<file path="src/rtl/fetch_queue.sv">
// -----------------------------------------------------------------------------
// fetch_queue
//
// Instruction fetch front end. It issues sequential fetch requests to an
// instruction memory, keeps at most one request in flight, and buffers the
// returned instructions (with their PCs) in a small first-word-fall-through
// queue for the decode stage. A taken redirect (jump or resolved branch)
// flushes the queue and restarts fetch at the redirect target. If the redirect
// lands while a request is in flight, the stale response is dropped.
//
// Ports
//   clk          in   clock, all state changes on the rising edge
//   reset        in   synchronous active-high reset
//   imem_req     out  fetch request valid
//   imem_addr    out  fetch address (XLEN)
//   imem_ready   in   memory accepts the request this cycle
//   imem_rvalid  in   response valid
//   imem_rdata   in   response instruction (ILEN)
//   pc_write     in   unconditional redirect
//   br_beq       in   redirect when alu_zero
//   br_bne       in   redirect when !alu_zero
//   alu_zero     in   ALU zero flag
//   redirect_pc  in   redirect target (XLEN), low two bits ignored
//   inst_valid   out  queue head valid
//   inst         out  head instruction (ILEN)
//   inst_pc      out  head PC (XLEN)
//   inst_ready   in   consumer pops the head
//   occupancy    out  buffered entry count ($clog2(DEPTH)+1)
// -----------------------------------------------------------------------------
module fetch_queue #(
   parameter int              XLEN     = 64,
   parameter int              ILEN     = 32,
   parameter int              DEPTH    = 4,
   parameter logic [XLEN-1:0] RESET_PC = '0
) (
   input  logic                     clk,
   input  logic                     reset,
   output logic                     imem_req,
   output logic [XLEN-1:0]          imem_addr,
   input  logic                     imem_ready,
   input  logic                     imem_rvalid,
   input  logic [ILEN-1:0]          imem_rdata,
   input  logic                     pc_write,
   input  logic                     br_beq,
   input  logic                     br_bne,
   input  logic                     alu_zero,
   input  logic [XLEN-1:0]          redirect_pc,
   output logic                     inst_valid,
   output logic [ILEN-1:0]          inst,
   output logic [XLEN-1:0]          inst_pc,
   input  logic                     inst_ready,
   output logic [$clog2(DEPTH):0]   occupancy
);

   localparam int AW = $clog2(DEPTH);

   // RUN : may issue a request
   // WAIT: one request in flight, its response is kept
   // DROP: one request in flight, its response is discarded (redirected)
   typedef enum logic [1:0] {
      RUN  = 2'd0,
      WAIT = 2'd1,
      DROP = 2'd2
   } state_t;

   state_t            r_state;
   state_t            w_next_state;

   logic [XLEN-1:0]   r_fetch_pc;
   logic [XLEN-1:0]   r_req_pc;     // PC of the request in flight

   logic [ILEN-1:0]   r_inst_mem [DEPTH];
   logic [XLEN-1:0]   r_pc_mem   [DEPTH];
   logic [AW-1:0]     r_head;
   logic [AW-1:0]     r_tail;
   logic [AW:0]       r_occ;

   logic              w_redirect;
   logic              w_full;
   logic              w_req;
   logic              w_hs;
   logic              w_push;
   logic              w_pop;
   logic              w_unused;

   // Instruction addresses are word aligned; the low target bits are dropped.
   assign w_unused   = ^redirect_pc[1:0];

   assign w_redirect = pc_write | (br_beq & alu_zero) | (br_bne & ~alu_zero);
   assign w_full     = (r_occ == (AW+1)'(DEPTH));

   // ---------------------------------------------------------------------------
   // Fetch FSM: next state, request and push decode
   // ---------------------------------------------------------------------------
   always_comb begin
      w_next_state = r_state;
      w_req        = 1'b0;
      w_push       = 1'b0;
      case (r_state)
         RUN: begin
            // A redirect cycle never issues: the address would be stale.
            w_req = ~w_full & ~w_redirect;
            if (w_req && imem_ready)
               w_next_state = WAIT;
         end
         WAIT: begin
            if (imem_rvalid) begin
               w_push       = ~w_redirect;
               w_next_state = RUN;
            end else if (w_redirect) begin
               w_next_state = DROP;
            end
         end
         DROP: begin
            if (imem_rvalid)
               w_next_state = RUN;
         end
         default: w_next_state = RUN;
      endcase
   end

   assign w_hs       = w_req & imem_ready & ~reset;
   assign imem_req   = w_req & ~reset;
   assign imem_addr  = r_fetch_pc;

   always_ff @(posedge clk) begin
      if (reset)
         r_state <= RUN;
      else
         r_state <= w_next_state;
   end

   // ---------------------------------------------------------------------------
   // Fetch PC. Redirect and handshake are exclusive (no request on redirect).
   // ---------------------------------------------------------------------------
   always_ff @(posedge clk) begin
      if (reset) begin
         r_fetch_pc <= RESET_PC;
         r_req_pc   <= RESET_PC;
      end else begin
         if (w_redirect)
            r_fetch_pc <= {redirect_pc[XLEN-1:2], 2'b00};
         else if (w_hs)
            r_fetch_pc <= r_fetch_pc + XLEN'(4);
         if (w_hs)
            r_req_pc <= r_fetch_pc;
      end
   end

   // ---------------------------------------------------------------------------
   // Instruction queue (first-word-fall-through)
   // ---------------------------------------------------------------------------
   assign inst_valid = (r_occ != '0) & ~reset;
   assign inst       = r_inst_mem[r_head];
   assign inst_pc    = r_pc_mem[r_head];
   assign occupancy  = r_occ;
   assign w_pop      = inst_valid & inst_ready;

   // Storage carries no reset; only the pointers define what is valid.
   always_ff @(posedge clk) begin
      if (w_push) begin
         r_inst_mem[r_tail] <= imem_rdata;
         r_pc_mem[r_tail]   <= r_req_pc;
      end
   end

   // A push only follows a request issued while not full, so a push never
   // meets a full queue.
   always_ff @(posedge clk) begin
      if (reset || w_redirect) begin
         r_head <= '0;
         r_tail <= '0;
         r_occ  <= '0;
      end else begin
         if (w_push)
            r_tail <= r_tail + AW'(1);
         if (w_pop)
            r_head <= r_head + AW'(1);
         case ({w_push, w_pop})
            2'b10:   r_occ <= r_occ + (AW+1)'(1);
            2'b01:   r_occ <= r_occ - (AW+1)'(1);
            default: r_occ <= r_occ;
         endcase
      end
   end

endmodule

</file>
<file path="config.mk">
export PLATFORM = sky130hd
export DESIGN_NAME = fetch_queue
export DESIGN_NICKNAME = d
export VERILOG_FILES = /design/src/rtl/fetch_queue.sv
export SDC_FILE = /design/constraint.sdc
export NUM_CORES = 1
export LEC_CHECK = 0
export CAP_MARGIN = 30
export CORE_ASPECT_RATIO = 1.4
export CORE_MARGIN = 2
export CORE_UTILIZATION = 52
export DETAILED_ROUTE_END_ITERATION = 10
export PLACE_DENSITY = 0.84
export SETUP_SLACK_MARGIN = 0.15
export SYNTH_ARGS = -nofsm -noshare
export SYNTH_HDL_FRONTEND = slang
export SYNTH_SLANG_ARGS = --single-unit
</file>
<file path="constraint.sdc">
create_clock -name clk -period 11.3 [get_ports clk]
set_input_delay 1.695 -clock clk [delete_from_list [all_inputs] [get_ports clk]]
set_output_delay 1.695 -clock clk [all_outputs]
set_load 0.005 [all_outputs]
</file>
* Yosys cells after proc, flatten, opt, wreduce, memory -nomap -nowiden
Memories as Yosys holds them, arrays and structs flattened. A register that Yosys moved wholly into a read port is not among the register bits. Cells that the tools add are included.
Word-level totals: bits in registers 137, bits in writable memories 384, input bits 105, output and inout port bits 165, word-level logic and storage cells 61, memories kept 2
Cells by class: add/sub/neg operators 5, eq/ne operators 8, muxes and demuxes 17, bitwise operators 14, reductions and logical operators 8
Memories:
- r_pc_mem | words 4, bits a word 64, read ports 1, clocked after memory_dff 1, wr ports 1, RTL line 73 | logic [XLEN-1:0] r_pc_mem [DEPTH];
- r_inst_mem | words 4, bits a word 32, read ports 1, clocked after memory_dff 1, wr ports 1, RTL line 72 | logic [ILEN-1:0] r_inst_mem [DEPTH];
Operator list (number):
- two-way mux 64 bit | 2
- adder 64 x 3 -> 64 bit, second input constant | 1
- two-way mux 2 bit | 8
- bitwise AND 1 bit | 8
- one-hot mux 2 bit (3 select lines) | 1
- one-hot mux 3 bit (2 select lines) | 1
- two-way mux 1 bit | 5
- adder 2 x 1 -> 2 bit, second input constant | 2
- equality test 2 x 1 -> 1 bit, second input constant | 2
- equality test 2 bit, second input constant | 2
- inequality test 2 bit, second input constant | 2
- inverter 1 bit | 4
- nonzero test 2 bit | 2
- adder 3 x 1 -> 3 bit, second input constant | 1
- equality test 3 bit, second input constant | 1
- inequality test 3 bit, second input constant | 1
- AND reduction 3 bit | 1
- nonzero test 3 bit | 1
- subtractor 3 x 1 -> 3 bit, second input constant | 1
- logical NOT 2 bit | 1
- OR 1 bit | 2
- OR reduction 2 bit | 1
- logical AND 1 bit | 1
- logical OR 1 bit | 1

* Depth between registers and ports, before layout
Gate-level depths: netlist of the first run.
word-level depth 10, mapped depth 12

* Worst setup path before layout of the first run
OpenSTA, ideal clock, no wires.
path type input to register, start point input alu_zero, end point memory r_inst_mem[0][0] (enable), library setup time 0.463 ns, arrival 4.890 ns, required time 10.837 ns, setup slack 5.947 ns, stages 6, buffers on the path 2, cell sequence mux2i_1 > nand2b_1 > clkbuf_1 > clkbuf_1 > nor2_1 > and2_1
Between the ends: cells in the longest elaborated chain, start to end 8
Ends and longest elaborated chain:
- from (decl) | RTL line 46 | input logic alu_zero,
- bitwise AND 1 bit or inverter 1 bit (tied branches) | RTL line 89 | assign w_redirect = pc_write | (br_beq & alu_zero) | (br_bne & ~alu_zero);
- OR 1 bit or bitwise AND 1 bit (tied branches) | RTL line 89
- OR 1 bit * | RTL line 89
- inverter 1 bit * | RTL line 108 | w_push = ~w_redirect;
- two-way mux 1 bit * | RTL line 107 | if (imem_rvalid) begin
- two-way mux 1 bit * | RTL line 99 | case (r_state)
- two-way mux 1 bit * | RTL line 161 | if (w_push) begin
- two-way mux 1 bit (implied by the code) * | RTL line 162 | r_inst_mem[r_tail] <= imem_rdata;
- to (decl) | RTL line 72
Every way passes the cells marked *; elsewhere a longest branch is shown, timed or not.

* Final worst setup path of the first run
start point input alu_zero, end point output imem_req
Between the ends: cells in the longest elaborated chain, start to end 7
Ends and longest elaborated chain:
- bitwise AND 1 bit or inverter 1 bit (tied branches) | RTL line 89
- OR 1 bit or bitwise AND 1 bit (tied branches) | RTL line 89
- OR 1 bit * | RTL line 89
- inverter 1 bit * | RTL line 102 | w_req = ~w_full & ~w_redirect;
- bitwise AND 1 bit * | RTL line 102
- two-way mux 1 bit * | RTL line 99
- bitwise AND 1 bit * | RTL line 123 | assign imem_req = w_req & ~reset;
- to (decl) | RTL line 38 | output logic imem_req,
Marks and branches as above.

==> impl_metrics.py, run 1 <==
metrics = {
    "synth": {
        "yosys_warnings": 0,
        "synthFlopType": "edfxtp_1",
        "netlist_instances": 1323,
        "ys_ff_latch": 511,
        "synth_edf_count": 376,
        "synth_cell_types": 56,
        "synth_area_um2": 20100,
        "synth_top_area_share": 0.563,
        "synth_area_per_cell_um2": 15.2,
        "synth_area_leader_cell": "edfxtp_1",
        "synth.yosys.seq_area_share": 0.697,
        "synth-async-reset-ratio": 0,
        "yosys-top-cells-area": "edfxtp_1, dfxtp_1, mux4_2",
    },
    "sta": {
        "worst_pin_slew_ns": 0.952,
        "holdWs_ns": 0.492,
        "fin_crit_ns": 6.09,
        "fin_skew_ns": 0.0158,
        "setup_viol": 0,
        "fin_tns_setup_ns": 0,
        "rsz0062_at_grt": "false",
        "hold_viol": 0,
        "final_max_slew_viol_count": 0,
        "max_clock_freq_mhz": 164,
        "period_share": 0.539,
        "relSlewSlack": 0.364,
    },
    "floorplanning": {
        "die_w_um": 170,
        "core-area_um2": 38300,
        "rows": 85,
        "die_area_um2": 40200,
        "start_util": 0.524,
        "die_h_um": 236,
        "ios": 270,
    },
    "global_routing": {
        "first_global_vias": 12582,
        "antenna_found_initial": 4,
        "grt-ovfl-total": 0,
        "grt_pass1_wl_um": 73300,
        "grt_usage": 0.241,
        "grt_max_degree": 87,
    },
    "setup_path": {
        "cp-end-kind": "output pin",
        "critPathMaxStageDelay_ns": 0.63,
        "crit_path_frequent_cell": "clkdlybuf4s50_1",
        "slowest_stage": "nand2_1",
        "path_class": "in2out",
        "start_kind": "primary input",
        "crit_path_cell_trace": "clkdlybuf4s50_1, mux2i_1, nand2_1, nor4_1, clkdlybuf4s50_1",
        "worst_ep_required_time_ns": 9.61,
        "arrival_ns": 4.40,
        "cp_max_fo": 19,
    },
    "job": {
        "maxCapViolCount": 0,
    },
    "clocking": {
        "clock-sinks": 511,
        "cts-root-buf": "clkbuf_16",
        "post_cts_buffers": 0,
        "hold_buffers": 0,
        "clk-insertion-delay-late_ns": 0.56,
        "cts_resized": 0,
        "numCtsBuffers": 46,
        "cts_max_level": 2,
        "clock_tree.buffer_depth": 3,
        "cts_tree": "built",
        "clk_pin_slew_ns": 0.06,
    },
    "drt": {
        "vias": 12733,
        "drt-met1-wl_um": 18600,
        "first_iter_violations": 1103,
        "antenna_left": 0,
        "wire_per_inst_um": 23.2,
        "drcViolationCount": 0,
        "drtPass1Iterations": 5,
        "routed.top_layer": "met5",
        "dr_wl_met2_um": 24000,
        "vias_per_cell": 6.07,
        "wl_met3_um": 3760,
        "routed_wl_um": 48700,
    },
    "finish": {
        "nNetsFinal": 1689,
        "final_area_um2": 24800,
        "area_delta_synth_final_pct": 23.8,
        "layout-drive-gt1-share": 0.133,
    },
    "placement": {
        "dp_hpwl_um": 31700,
        "gp_congestion": 0.890,
        "placed_cell_area_um2": 23200,
        "placement.io_buffers": 263,
    },
    "power_and_ir_drop": {
        "power.internal_w": 0.00302,
        "ir_drop_mv": 0.113,
        "p_per_area_nw_per_um2": 154,
        "pwr-share-clk": 0.418,
        "power.leakage_nw": 8.25,
        "seqPwrFrac": 0.540,
        "finalPower_w": 0.00382,
        "p_sw_frac": 0.208,
        "p_comb_frac": 0.042,
        "p_sw_w": 0.000794,
    },
    "status": {
        "status": "completed",
    },
    "worst_hold_path": {
        "hp-class": "reg2reg",
    },
}
## cell families after synthesis
family / count (synthesis) / synth area share
XOR/XNOR: 32 / 0.0140
flip-flops: 511 / 0.697
AND/OR/NAND/NOR: 422 / 0.105
adder cells (fa/ha/maj): 7 / 0.00474
multiplexers: 97 / 0.107
buffers and inverters: 90 / 0.0183
AO/OA/AOI/OAI: 163 / 0.0531
other: 1 / 0.000187
## stage by stage
stage	std cells	setup slack (ns)	util
6_report	2096	5.21	0.649
5_1_grt	2096	5.11	0.649
4_1_cts	2092	5.24	0.648
3_5_place_dp	2006	5.30	0.607
3_3_place_gp	2002	5.31	0.604
2_1_floorplan	1326	5.95	-
## critical path: cells and delay by family
family / cells / cell delay, ns
buf+inv: 2 / 1.07
simple gates: 2 / 1.11
mux: 1 / 0.51
## synthesized netlist by cell type (13+ instances only)
cell      instances
edfxtp_1        376
nand2_1         162
dfxtp_1         135
mux4_2           94
nor2_1           73
a21oi_1          70
clkbuf_1         46
a211oi_1         31
a311oi_1         24
nand3_1          24
nand4_1          23
nor4_1           22
buf_1            21
xnor2_1          21
nor3_1           20
and3_1           18
or3_1            15
and4_1           14
or4_1            14
o31ai_1          13
## path summary, 6_finish.rpt
kind | startpoint | to | slack [ns] | cells past startpoint
setup reg to reg | occupancy[0] | imem_addr[33] | 8.04 | 6
hold reg to reg | r_req_pc[20] | r_pc_mem[1][20] | 0.49 | 0
setup / recovery | alu_zero | imem_req | 5.21 | 5
hold / removal | r_req_pc[20] | r_pc_mem[1][20] | 0.49 | 0
## layer usage
layer,global-route usage,vias up
met4,0.116,2
met1,0.309,6291
met5,0,-
met3,0.0468,129
met2,0.396,633
li1,-,5678
## power groups by stage
stage / clock, W / sequential (W) / combinational [W]
6_report: 0.00159 / 0.00206 / 0.000161
5_1_grt: 0.00168 / 0.00207 / 0.000173
4_1_cts: 0.00161 / 0.00206 / 0.000160
3_5_place_dp: 0 / 0.00210 / 0.000158
3_3_place_gp: 0 / 0.00210 / 0.000155
2_1_floorplan: 0 / 0.00209 / 0.0000624
## area by class of cell
cell class | count | area, um2
Antenna cell | 3 | 7.51
Clock buffer | 60 | 1320
Timing Repair Buffer | 281 | 2870
Multi-Input combinational cell | 725 | 5750
Fill cell | 2652 | 13400
Inverter | 12 | 45.0
Clock inverter | 26 | 253
Tap cell | 478 | 598
Sequential cell | 511 | 14000
## placed cells by master (no fill, tap or decap), drive strengths merged, types with 6 or more instances in the layout
cell type	instances
ha	6
nor4	23
o21ai	9
xor2	11
a211oi	31
dfxtp	135
clkdlybuf4s50	262
nand4	25
or4	15
o31ai	13
or3	15
mux4	94
and3	18
nor2	73
nor3	20
nand2	162
xnor2	21
clkbuf	60
clkinv	18
a21oi	70
and2	12
buf	19
inv	12
and4	15
a311oi	24
edfxtp	376
nand3	24
## registers in the layout (all words and copies together) (netlist names), named ones only
register    flops
r_state         2
r_tail          2
r_inst_mem    128
r_head          2
r_req_pc       62
r_pc_mem      248
imem_addr      62
occupancy       3
Note: power is estimated with default switching activity, not from simulation.
==> inputs of run 2 (changes only) <==
- clock period: 11.3 -> 6.09 ns (I/O delays scaled with it)
==> impl_metrics.py, run 2 (synthesis results as in run 1) <==
metrics = {
    "clocking": {
        "numCtsBuffers": 47,
        "clock-sinks": 511,
        "clk-insertion-delay-late_ns": 0.56,
        "clk_pin_slew_ns": 0.07,
        "cts_tree": "built",
        "clock_tree.buffer_depth": 3,
        "hold_buffers": 0,
        "post_cts_buffers": 0,
        "cts_resized": 0,
        "cts_max_level": 2,
        "cts-root-buf": "clkbuf_16",
    },
    "finish": {
        "multi_input_comb_area_um2": 5750,
        "ff_latch_area_um2": 14000,
        "final_cells": 2106,
        "final_common_cell": "edfxtp_1",
        "area_delta_synth_final_pct": 24.3,
        "top_regs": "r_pc_mem x248, r_inst_mem x128",
        "fillers": 2656,
        "largest_register_ffs": 248,
        "layout-drive-gt1-share": 0.133,
        "nNetsFinal": 1698,
        "final_cell_mix": "edfxtp_1, clkdlybuf4s50_1, nand2_1",
        "largest_register": "r_pc_mem",
    },
    "sta": {
        "hold_viol": 0,
        "fin_tns_setup_ns": 0,
        "period_share": 0.667,
        "fin_crit_ns": 4.06,
        "setup_viol": 0,
        "rsz0062_at_grt": "false",
        "holdWs_ns": 0.498,
        "final_max_slew_viol_count": 0,
        "max_clock_freq_mhz": 246,
        "setup_ws_ns": 2.03,
        "relSlewSlack": 0.355,
        "fin_skew_ns": 0.0246,
        "worst_pin_slew_ns": 0.967,
    },
    "drt": {
        "drtPass1Iterations": 5,
        "drt-met1-wl_um": 18400,
        "vias": 12729,
        "drcViolationCount": 0,
        "vias_per_cell": 6.04,
        "first_iter_violations": 1137,
        "wl_met3_um": 3970,
        "routed.top_layer": "met4",
        "routed_wl_um": 49700,
        "wire_per_inst_um": 23.6,
        "antenna_left": 0,
        "dr_wl_met2_um": 24900,
    },
    "global_routing": {
        "grt-ovfl-total": 0,
        "antenna_found_initial": 2,
        "grt_usage": 0.246,
        "first_global_vias": 12653,
        "grt_max_degree": 115,
        "grt_pass1_wl_um": 74200,
    },
    "power_and_ir_drop": {
        "pwr-share-clk": 0.428,
        "p_sw_frac": 0.202,
        "finalPower_w": 0.00722,
        "seqPwrFrac": 0.530,
        "p_sw_w": 0.00146,
        "ir_drop_mv": 0.196,
        "p_per_area_nw_per_um2": 290,
        "power.leakage_nw": 8.30,
        "p_comb_frac": 0.042,
        "power.internal_w": 0.00577,
    },
    "floorplanning": {
        "die_h_um": 236,
        "ios": 270,
        "die_w_um": 170,
        "rows": 85,
        "die_area_um2": 40200,
        "core-area_um2": 38300,
        "start_util": 0.524,
    },
    "setup_path": {
        "start_kind": "primary input",
        "cp.buffers_inverters": 2,
        "r2r-end": "imem_addr[58]",
        "r2r_start": "imem_addr[2]",
        "crit_path_cell_trace": "clkdlybuf4s50_1, mux2i_1, nand2_1, nor4_1, clkdlybuf4s50_1",
        "worst_ep_required_time_ns": 5.18,
        "arrival_ns": 3.15,
        "path_class": "in2out",
        "critPathMaxStageDelay_ns": 0.59,
        "crit_family": "buffers and inverters",
        "r2r_cells": 6,
        "cp-end-kind": "output pin",
        "slowest_stage": "mux2i_1",
        "cp_max_fo": 5,
        "rrSetupSlack_ns": 2.95,
        "crit_path_frequent_cell": "clkdlybuf4s50_1",
    },
    "placement": {
        "placement.io_buffers": 263,
        "gp_congestion": 0.847,
        "pre_cts_ws_ns": 1.98,
        "post-place-cells": 2013,
        "dp_hpwl_um": 32200,
    },
    "job": {
        "maxCapViolCount": 0,
    },
    "worst_hold_path": {
        "whs_path_depth": 0,
        "holdPathEnd": "r_pc_mem[3][10]",
        "hp-class": "reg2reg",
        "min_from": "r_req_pc[10]",
    },
    "status": {
        "status": "completed",
    },
}
==> run 2: cell types whose count changed in the layout (fill, tap and decap cells not counted), sizes merged <==
cell / delta
clkinv: -11
bufinv: +1
clkbuf: +9
diode: +1
buf: +8
inv: +2
==> run 2: power groups by stage <==
stage	registers (W)	logic, W	clock network, W
4_1_cts	0.00382	0.000301	0.00315
3_5_place_dp	0.00390	0.000298	0
6_report	0.00383	0.000305	0.00309
3_3_place_gp	0.00390	0.000291	0
5_1_grt	0.00383	0.000326	0.00328
2_1_floorplan	0.00387	0.000116	0
==> run 2: how the worst max path moves through the flow <==
stage | from | end | slack [ns] | cells after the start
after detailed placement | alu_zero | r_pc_mem[2][38] | 1.98 | 6
after global placement | alu_zero | r_inst_mem[1][23] | 2.03 | 6
after global routing | flop | inst_pc[52] | 1.97 | 3
final | alu_zero | imem_req | 2.03 | 5
after CTS | flop | inst_pc[58] | 1.92 | 3
after floorplan | alu_zero | r_inst_mem[0][0] | 1.52 | 6
==> run 2: worst register-to-register path, cell delays in order (launching register included) <==
cell	delay [ns]
dfxtp_1	0.57
ha_1	0.27
nand4_1	0.33
nor3_1	0.61
nand2_1	0.39
or4_1	0.58
a311oi_1	0.29
==> run 2: routing by layer <==
layer / track usage / up-vias
li1: - / 5695
met1: 0.308 / 6283
met2: 0.410 / 630
met3: 0.0460 / 121
met4: 0.124 / 0
met5: 0 / -
==> run 2: cell type report <==
class	count	area share
Antenna cell	4	0.000401
Clock buffer	69	0.0576
Clock inverter	18	0.00918
Inverter	12	0.00181
Multi-Input combinational cell	725	0.230
Sequential cell	511	0.561
Tap cell	478	0.0240
Timing Repair Buffer	289	0.116
==> run 2: stage by stage <==
step	instance area, um2	util
final	25000	0.652
after global routing	24900	0.652
after CTS	24900	0.650
after detailed placement	23200	0.607
after global placement	23200	0.606
after floorplan	20100	-
==> inputs of run 3 (changes only) <==
- CORE_UTILIZATION: 52 -> 50
- PLACE_DENSITY: 0.84 -> 0.85
- clock period: 6.09 -> 3.6 ns (I/O delays scaled with it)
==> impl_metrics.py, run 3 (synthesis results as in run 1) <==
metrics = {
    "floorplanning": {
        "start_util": 0.508,
        "ios": 270,
        "die_h_um": 241,
        "die_area_um2": 41800,
        "die_w_um": 173,
        "core-area_um2": 39500,
        "rows": 86,
    },
    "clocking": {
        "clock_tree.buffer_depth": 3,
        "post_cts_buffers": 0,
        "hold_buffers": 0,
        "numCtsBuffers": 46,
        "cts-root-buf": "clkbuf_16",
        "clk_pin_slew_ns": 0.07,
        "cts_tree": "built",
        "clk-insertion-delay-late_ns": 0.56,
        "cts_resized": 0,
        "clock-sinks": 511,
        "cts_max_level": 2,
    },
    "status": {
        "status": "completed",
    },
    "sta": {
        "fin_skew_ns": 0.0161,
        "rsz0062_at_grt": "false",
        "fin_crit_ns": 3.07,
        "worst_pin_slew_ns": 0.885,
        "max_clock_freq_mhz": 325,
        "final_max_slew_viol_count": 0,
        "setup_viol": 0,
        "period_share": 0.854,
        "fin_tns_setup_ns": 0,
        "hold_viol": 0,
        "relSlewSlack": 0.410,
    },
    "finish": {
        "nNetsFinal": 1712,
        "layout-drive-gt1-share": 0.144,
        "area_delta_synth_final_pct": 25.7,
        "final_core_util": 0.639,
        "top_regs": "r_pc_mem x248, r_inst_mem x128",
        "largest_register_ffs": 248,
        "final_common_cell": "edfxtp_1",
        "largest_register": "r_pc_mem",
        "final_cell_mix": "edfxtp_1, clkdlybuf4s50_1, nand2_1",
    },
    "placement": {
        "placement.io_buffers": 263,
        "dp_hpwl_um": 33900,
        "gp_congestion": 0.906,
    },
    "global_routing": {
        "grt_pass1_wl_um": 77200,
        "antenna_found_initial": 8,
        "grt-ovfl-total": 0,
        "grt_usage": 0.245,
        "grt_max_degree": 77,
        "first_global_vias": 12822,
    },
    "setup_path": {
        "rrSetupSlack_ns": 0.60,
        "path_class": "reg2out",
        "worst_ep_required_time_ns": 3.06,
        "r2r_cells": 6,
        "cp-end-kind": "output pin",
        "cp_max_fo": 32,
        "r2r_start": "imem_addr[3]",
        "start_kind": "flop",
        "arrival_ns": 2.53,
    },
    "drt": {
        "vias": 12817,
        "drcViolationCount": 0,
        "vias_per_cell": 5.91,
        "antenna_left": 0,
        "routed_wl_um": 51300,
        "drtPass1Iterations": 5,
        "first_iter_violations": 1251,
        "wire_per_inst_um": 23.7,
    },
    "power_and_ir_drop": {
        "p_sw_w": 0.00249,
        "p_comb_frac": 0.044,
        "ir_drop_mv": 0.403,
        "p_per_area_nw_per_um2": 486,
        "pwr-share-clk": 0.428,
        "power.leakage_nw": 8.40,
        "power.internal_w": 0.00976,
        "p_sw_frac": 0.203,
        "seqPwrFrac": 0.528,
    },
    "worst_hold_path": {
        "hp-class": "in2reg",
        "whs_path_depth": 2,
        "min_from": "reset",
    },
    "job": {
        "maxCapViolCount": 0,
    },
}
run 3: cell count changes in the layout (fill, tap and decap cells not counted), moves of 2 or more:
cell,change
buf_12,+10
buf_4,+6
bufinv_16,+2
clkbuf_1,-6
clkbuf_16,-4
clkbuf_8,+2
clkinv_2,+5
run 3: final cells by class:
cell class                      instances  area [um2]
Fill cell                            2784       14300
Sequential cell                       511       14000
Multi-Input combinational cell        725        5760
Timing Repair Buffer                  304        3100
Clock buffer                           61        1340
Tap cell                              528         661
Clock inverter                         24         312
Inverter                               12        45.0
Antenna cell                            3        7.51
run 3: final timing paths:
path,to
setup reg to reg,imem_addr[58]
setup / recovery,inst_pc[2]
hold reg to reg,r_pc_mem[0][35]
hold / removal,r_req_pc[34]
run 3: power by group through the flow:
stage          Combinational [W]  Sequential, W  Clock (W)
4_1_cts                 0.000537        0.00646    0.00531
5_1_grt                 0.000579        0.00647    0.00553
3_5_place_dp            0.000530        0.00659          0
6_report                0.000541        0.00646    0.00525
2_1_floorplan           0.000196        0.00655          0
3_3_place_gp            0.000520        0.00658          0
run 3: worst max-delay path, cell delays in order, from the launching register on:
cell	delay [ns]
dfxtp_4	0.50
buf_12	0.28
mux4_2	0.55
clkdlybuf4s50_1	0.57
run 3: through the flow:
step,instance area (um2),instances,hold slack (ns),setup slack (ns),total power (W)
finish,25200,2168,0.272,0.525,0.0122
floorplan,20100,1326,0.460,0.437,0.00674
global placement,23600,2080,0.467,0.370,0.00710
global route,25200,2168,0.280,0.383,0.0126
CTS,25200,2165,0.241,0.457,0.0123
detailed placement,23600,2080,0.488,0.385,0.00712
run 3: per-layer routing:
layer | up-vias | wire [um] | GRT usage
met2 | 604 | 26000 | 0.427
met4 | 10 | 1880 | 0.0996
met1 | 6384 | 19200 | 0.298
met3 | 114 | 4190 | 0.0528
met5 | - | 59 | 0
li1 | 5705 | - | -
